===== src/rtl/cpu_ctrl_pkg.sv =====
// Shared types for the CPU control sequencer.
// States, opcodes, bus sources and the control word bundle.
package cpu_ctrl_pkg;

    localparam int OPC_W = 4;
    localparam int BUS_W = 3;

    typedef enum logic [2:0] {
        T0   = 3'd0,
        T1   = 3'd1,
        T2   = 3'd2,
        T3   = 3'd3,
        T4   = 3'd4,
        HALT = 3'd5
    } state_t;

    typedef enum logic [OPC_W-1:0] {
        NOP = 4'h0,
        LDA = 4'h1,
        ADD = 4'h2,
        SUB = 4'h3,
        STA = 4'h4,
        LDI = 4'h5,
        JMP = 4'h6,
        JC  = 4'h7,
        JZ  = 4'h8,
        OUT = 4'hE,
        HLT = 4'hF
    } opcode_t;

    typedef enum logic [BUS_W-1:0] {
        NONE = 3'd0,
        PC   = 3'd1,
        RAM  = 3'd2,
        IR   = 3'd3,
        A    = 3'd4,
        ALU  = 3'd5
    } bus_sel_t;

    typedef struct packed {
        logic     pc_inc;
        logic     pc_load;
        logic     mar_en;
        logic     ir_en;
        logic     a_en;
        logic     b_en;
        logic     out_en;
        logic     flag_en;
        logic     ram_we;
        logic     sub;
        logic     halt;
        bus_sel_t bus;
    } ctrl_word_t;

endpackage


===== src/rtl/cpu_ctrl_decode.sv =====
// Microcode decode: (state, opcode, flags) -> control word + next state.
// Purely combinational; state register and gating live in the top.
module cpu_ctrl_decode
    import cpu_ctrl_pkg::*;
(
    input  state_t           state,
    input  logic [OPC_W-1:0] opcode,
    input  logic             carry,
    input  logic             zero,
    output ctrl_word_t       cw,
    output state_t           nxt
);

    opcode_t opc;
    assign opc = opcode_t'(opcode);

    // Micro-step table: one control word per T-state, fetch then execute
    always_comb begin
        cw  = '0;
        nxt = T0;
        unique case (state)
            T0: begin
                cw.bus    = PC;
                cw.mar_en = 1'b1;
                nxt       = T1;
            end
            T1: begin
                cw.bus    = RAM;
                cw.ir_en  = 1'b1;
                cw.pc_inc = 1'b1;
                nxt       = T2;
            end
            T2: begin
                case (opc)
                    LDA, ADD, SUB, STA: begin
                        cw.bus    = IR;
                        cw.mar_en = 1'b1;
                        nxt       = T3;
                    end
                    LDI: begin
                        cw.bus  = IR;
                        cw.a_en = 1'b1;
                    end
                    JMP: begin
                        cw.bus     = IR;
                        cw.pc_load = 1'b1;
                    end
                    JC: begin
                        cw.bus     = IR;
                        cw.pc_load = carry;
                    end
                    JZ: begin
                        cw.bus     = IR;
                        cw.pc_load = zero;
                    end
                    OUT: begin
                        cw.bus    = A;
                        cw.out_en = 1'b1;
                    end
                    HLT:     nxt = HALT;
                    default: nxt = T0;
                endcase
            end
            T3: begin
                case (opc)
                    LDA: begin
                        cw.bus  = RAM;
                        cw.a_en = 1'b1;
                    end
                    ADD, SUB: begin
                        cw.bus  = RAM;
                        cw.b_en = 1'b1;
                        nxt     = T4;
                    end
                    STA: begin
                        cw.bus    = A;
                        cw.ram_we = 1'b1;
                    end
                    default: nxt = T0;
                endcase
            end
            T4: begin
                cw.bus     = ALU;
                cw.a_en    = 1'b1;
                cw.flag_en = 1'b1;
                cw.sub     = (opc == SUB);
            end
            HALT: begin
                cw.halt = 1'b1;
                nxt     = HALT;
            end
            default: nxt = T0;
        endcase
    end

endmodule


===== src/rtl/cpu_ctrl_seq.sv =====
// Control sequencer top: T-state register, step gating, reset masking.
// Sole source of every datapath register enable.
module cpu_ctrl_seq
    import cpu_ctrl_pkg::*;
#(
    parameter int pOPC_WIDTH     = 4,
    parameter int pBUS_SEL_WIDTH = 3
) (
    input  logic                      iclk,
    input  logic                      irst_n,
    input  logic                      istep,
    input  logic [pOPC_WIDTH-1:0]     iopcode,
    input  logic                      icarry,
    input  logic                      izero,
    output logic                      opc_inc,
    output logic                      opc_load,
    output logic                      omar_en,
    output logic                      oir_en,
    output logic                      oa_en,
    output logic                      ob_en,
    output logic                      oout_en,
    output logic                      oflag_en,
    output logic                      oram_we,
    output logic                      osub,
    output logic [pBUS_SEL_WIDTH-1:0] obus_sel,
    output logic                      ohalt,
    output logic [2:0]                ostate
);

    state_t     state;
    state_t     nxt;
    ctrl_word_t cw;
    ctrl_word_t cw_g;

    cpu_ctrl_decode u_decode (
        .state  (state),
        .opcode (iopcode),
        .carry  (icarry),
        .zero   (izero),
        .cw     (cw),
        .nxt    (nxt)
    );

    // State advances only on a stepped clock; reset returns to T0 at once
    always_ff @(posedge iclk or negedge irst_n) begin
        if (!irst_n) begin
            state <= T0;
        end else if (istep) begin
            state <= nxt;
        end
    end

    // Freeze or reset drops every output so no partial write can occur
    always_comb begin
        cw_g = cw;
        if (!(istep && irst_n)) begin
            cw_g = '0;
        end
    end

    assign opc_inc  = cw_g.pc_inc;
    assign opc_load = cw_g.pc_load;
    assign omar_en  = cw_g.mar_en;
    assign oir_en   = cw_g.ir_en;
    assign oa_en    = cw_g.a_en;
    assign ob_en    = cw_g.b_en;
    assign oout_en  = cw_g.out_en;
    assign oflag_en = cw_g.flag_en;
    assign oram_we  = cw_g.ram_we;
    assign osub     = cw_g.sub;
    assign obus_sel = cw_g.bus;
    assign ohalt    = cw_g.halt;
    assign ostate   = state;

endmodule

===== config.mk =====
export PLATFORM = sky130hd
export DESIGN_NAME = cpu_ctrl_seq
export DESIGN_NICKNAME = d
export VERILOG_FILES = /design/src/rtl/cpu_ctrl_pkg.sv /design/src/rtl/cpu_ctrl_decode.sv /design/src/rtl/cpu_ctrl_seq.sv
export SDC_FILE = /design/constraint.sdc
export NUM_CORES = 1
export LEC_CHECK = 0
export CAP_MARGIN = 0
export CORE_MARGIN = 5
export CORE_UTILIZATION = 35
export CTS_CLUSTER_SIZE = 12
export DETAILED_ROUTE_END_ITERATION = 16
export PLACE_DENSITY = 0.74
export RECOVER_POWER = 100
export SYNTH_ARGS = -nofsm -noshare
export SYNTH_HDL_FRONTEND = slang
export SYNTH_SLANG_ARGS = --single-unit

===== constraint.sdc =====
create_clock -name iclk -period 1.6 [get_ports iclk]
set_clock_uncertainty 0.2 [all_clocks]
set_input_delay 0.32 -clock iclk [delete_from_list [all_inputs] [get_ports iclk]]
set_output_delay 0.32 -clock iclk [all_outputs]
set_load 0.02 [all_outputs]

== After elaboration in Yosys (flattened, before gate mapping) ==
Cells that the tools add are included.

* Reductions and logical operators: 6
* Multiplexer cells: 24
* Eq/ne operators: 15

{| class="wikitable"
|+ Operators with widths
! operator !! number
|-
| $pmux W3 S5 || 2
|-
| $pmux W3 S2 || 3
|-
| $eq A4 B3 Y1 const B || 4
|-
| $mux W1 || 14
|-
| $mux W14 || 1
|-
| $eq A4 B4 Y1 const B || 3
|-
| $eq A4 B2 Y1 const B || 2
|-
| $reduce_or A8 Y1 || 1
|-
| $eq A3 B2 Y1 const B || 2
|-
| $eq A3 B3 Y1 const B || 2
|-
| $pmux W1 S3 || 2
|-
| $eq A4 B1 Y1 const B || 1
|-
| $reduce_or A4 Y1 || 1
|-
| $eq A3 B1 Y1 const B || 1
|-
| $logic_not A3 Y1 || 1
|-
| $mux W3 || 1
|-
| $reduce_or A3 Y1 || 1
|-
| $pmux W1 S2 || 1
|-
| $reduce_or A2 Y1 || 1
|-
| $logic_and A1 B1 Y1 || 1
|}

* Bits of input ports: 9
* Logic and storage cells: 46
* Flip-flop bits (word level): 3

== Longest topological paths before layout ==
* Depth after elaboration: 5
* Mapped depth: 5

== Cells and area by module ==
Synthesis repeated with hierarchy kept, for this count alone.

* Cell total of the unflattened synthesis: 74
* Area, all modules: 610.6 µm²

{| class="wikitable"
|+ Modules (own cells, without submodules)
! module !! cells each !! times used !! sequential area each (µm²) !! area each (µm²)
|-
| cpu_ctrl_decode || 51 || 1 || 0.0 || 375.4
|-
| cpu_ctrl_seq || 23 || 1 || 75.1 || 235.2
|}

== Worst setup path before layout ==
OpenSTA, ideal clock, no wires.

* Kind: register to output
* Start point: register state[0], in the netlist ostate[0]
* End point: output opc_inc
* Path buffers: 2
* Arrival time: 1605 ps
* Stages on the path, launching flop included: 5
* Required time: 1080 ps
* Slack: -525 ps
* Path through: dfrtp_1 > buf_2 > nand3_1 > nor3_1 > buf_4

* Longest elaborated chain between the ends: 3

{| class="wikitable"
|+ RTL lines
! what !! line !! text
|-
| from (decl) || cpu_ctrl_seq.sv:30 || <nowiki>state_t state;</nowiki>
|-
| from (signal assigned) || cpu_ctrl_seq.sv:49 || <nowiki>state <= nxt;</nowiki>
|-
| $eq A3 B1 Y1 || cpu_ctrl_decode.sv:21 || <nowiki>unique case (state)</nowiki>
|-
| $mux W1 || cpu_ctrl_decode.sv:21 ||
|-
| $mux W14 || cpu_ctrl_seq.sv:56 || <nowiki>if (!(istep && irst_n)) begin</nowiki>
|-
| to (decl) || cpu_ctrl_seq.sv:15 || <nowiki>output logic opc_inc,</nowiki>
|}

No other way between the ends.

== Worst setup path after layout ==
* Start point: input iopcode[1]
* End point: output omar_en

* Longest elaborated chain between the ends: 5

{| class="wikitable"
|+ RTL lines
! what !! line !! text
|-
| from (decl) || cpu_ctrl_seq.sv:12 || <nowiki>input logic [pOPC_WIDTH-1:0] iopcode,</nowiki>
|-
| $eq A4 B1 Y1, or another cell as far along || cpu_ctrl_decode.sv:34 || <nowiki>case (opc)</nowiki>
|-
| $reduce_or A4 Y1 (*) || cpu_ctrl_decode.sv:34 ||
|-
| $mux W1 (*) || cpu_ctrl_decode.sv:34 ||
|-
| $pmux W1 S2 (*) || cpu_ctrl_decode.sv:21 ||
|-
| $mux W14 (*) || cpu_ctrl_seq.sv:56 ||
|-
| to (decl) || cpu_ctrl_seq.sv:17 || <nowiki>output logic omar_en,</nowiki>
|}

Every way passes the cells marked *; elsewhere a longest branch is shown, timed or not.

==> metrics.md <==
| Metric | Value |
|---|---|
| Final Net Count | 145 |
| Count leader, synth | nor2_1 |
| Worst slew pin tran | 361 ps |
| Startpoint types | input port |
| Synth area leader | dfrtp_1 |
| Unrepaired setup endpoints after global routing | yes |
| Vias in the first global route | 908 |
| Detailed Route Iter0 Violations | 73 |
| Crit path capture type | output port |
| Overall routed net length | 3670 µm |
| Ys Warns | 0 |
| Number of enable flip-flop cells after synthesis | 0 |
| Vias per inst | 6.23 |
| Synth Net Count | 81 |
| Max-Slew Margin vs Limit | 75.7% |
| Final HPWL DP | 1790 µm |
| PortBufs | 25 |
| Die H | 48.7 µm |
| Root buffer cell | clkbuf_4 |
| Syn Std Cell Area | 524 µm² |
| Synthesized area per cell | 7.28 µm² |
| GRT Overall Usage | 23.4% |
| Status | finished with violations |
| Worst VDD drop | 0.000898 V |
| Netlist cell types | 33 |
| Top Ports | 26 |
| Lkg Pwr | 0.000597 µW |
| Non-Filler Instances | 151 |
| H-tree levels | 1 |
| Site Rows | 14 |
| Total CTS buffers | 3 |
| Worst Path Class, Setup | input port to output port |
| Worst Path Arrival | 1510 ps |
| Max-cap check violation count | 0 |
| DRC violations left | 0 |
| Initial antenna violation count | 0 |
| Final setup fails | 15 |
| P&R area growth vs syn | 163% |
| Clk slew on worst S/H paths | 50 ps |
| Placed cells | 134 |
| Aggregate global routing overflow | 0 |
| Critical-path cell list | buf_6 -> buf_6 -> o21a_4 -> nor3_4 -> inv_2 -> a2111oi_4 -> buf_4 |
| Routed length per instance | 24.3 µm |
| Die width | 48.7 µm |
| Synth Flop Type | dfrtp_1 |
| Fin. max-slew vios | 0 |
| CORE AREA | 0.00147 mm² |
| Vias | 941 |
| TritonCTS clock tree | built |
| Crit share post-route | 127% |
| Layout cells sized above 1 | 75.6% |
| Slowest stage delay, CP | 320 ps |
| WP data required | 1080 ps |
| Skew-Pair Late Insertion Delay | 250 ps |
| Final Hold Vio Count | 0 |
| Worst min-delay path class | input port to flop |
| Area contributors post-synth | dfrtp_1, nor2_1, nor3_4 |
| DIE AREA | 0.00237 mm² |
| Setup TNS Final | -4950 ps |
| Final WS setup | -432 ps |
| Peak Freq | 0.492 GHz |
| Drt pass-1 iters | 4 |
| Commonest cells in the netlist | nor2_1, nand2_1, a21oi_1, buf_2, o21ai_0 |
| Pwr/cell area | 1040 mW/mm² |
| Largest register FFs | 3 |
| Fraction of registers with async set or reset after synthesis | 100% |
| Most frequent CP cell | buf_6 |
| Starting Density | 35.6% |
| Diode count | 0 |
| Cell count after synthesis | 72 |
| Sequential cell area fraction in the yosys report | 14.3% |
| Yosys reg bits | 3 |
| RePlAce Congestion | 0.797 |
| Fin crit period | 2030 ps |
| First-pass GRT wire length | 4370 µm |
| CTS sink cnt | 3 |
| Crit Path Max Fanout | 4 |
| Largest net degree at the start of global routing | 9 |
| Remaining antenna violation count | 0 |
| Failing checks | negative setup slack |
| Post-synth top area share | 14.3% |
| CP max-delay cell | a2111oi_4 |
| Clock buffer depth | 2 |
placed cells by master, fill, tap and decap left out, types with 2 or more instances in the layout:
cell and instances:
buf_6 26, buf_4 25, buf_2 6, nor2_4 5, nor2_1 5, nand2_1 4
clkbuf_4 4, nor3_4 3, a21oi_2 3, inv_1 3, dlygate4sd2_1 3, dfrtp_2 3
nand2_2 2, nor2b_4 2, nand4_1 2, nand2b_4 2, nand3b_1 2, o21ai_1 2
o21ai_2 2, clkbuf_1 2, buf_12 2
critical path: cells and delay by family:
kind / cells / cell delay, ps
AOI/OAI and AO/OA: 2 / 530
and+or+nand+nor: 1 / 160
buffers and inverters: 4 / 500
final timing paths:
kind | from | to | slack [ps] | cells after the start
worst max-delay path | iopcode[1] | omar_en | -430 | 7
min in group asynchronous | irst_n | ostate[2] | 610 | 3
worst min register to register | ostate[1] | ostate[1] | 590 | 2
max in group asynchronous | irst_n | ostate[1] | 390 | 3
worst min-delay path | iopcode[0] | ostate[2] | 480 | 4
worst max register to register | ostate[1] | ostate[0] | -10 | 7
per-layer routing:
layer	track usage, %	share of wire (%)	vias to the layer above	routed length, µm
li1	-	-	390	-
met1	24.4	37	438	1350
met2	42.6	49	83	1780
met3	5.21	8.1	30	298
met4	12.6	6.5	0	237
met5	0	0	-	0
power breakdown:
part	internal [µW]	leakage [µW]	switching [µW]
logic	552	0.000547	557
clock network	94.7	0.0000150	58.3
registers	108	0.0000347	67.8
metrics by stage:
stage	util (%)	power, µW	hold WS, ps	instance area (µm²)	setup WS [ps]
after floorplan	-	652	-176	716	-171
after global placement	77.9	997	417	1150	-1190
after detailed placement	77.9	1030	421	1150	-1240
after CTS	87.2	1240	447	1280	-410
after global routing	93.9	1480	501	1380	-489
final	93.9	1440	481	1380	-432
layout make-up:
class | count | area, µm²
clock buffer | 4 | 26.3
fill | 40 | 90.1
inverter | 4 | 15.0
multi-input combinational | 58 | 633
sequential | 3 | 78.8
tap | 16 | 20.0
timing repair buffer | 66 | 608
what timing repair did:
item / CTS / global route
setup buffers: 6 / 5
pin swaps: 17 / 16
hold buffers: 1 / 0
setup endpoints to repair: 20 / 17
resized for setup: 126 / 22
cloned: 2 / 0
endpoints found under the hold margin: 3 / 0
logic make-up (layout without fill, tap and decap cells):
group           Yosys count  after routing  synth area share [%]
simple gates             38             38                  45.3
flops                     3              3                  14.3
compound gates           18             18                  25.8
buf+inv                  11             74                  11.2
xor+xnor                  2              2                  3.34
No activity file was read; power rests on OpenSTA's default activity.
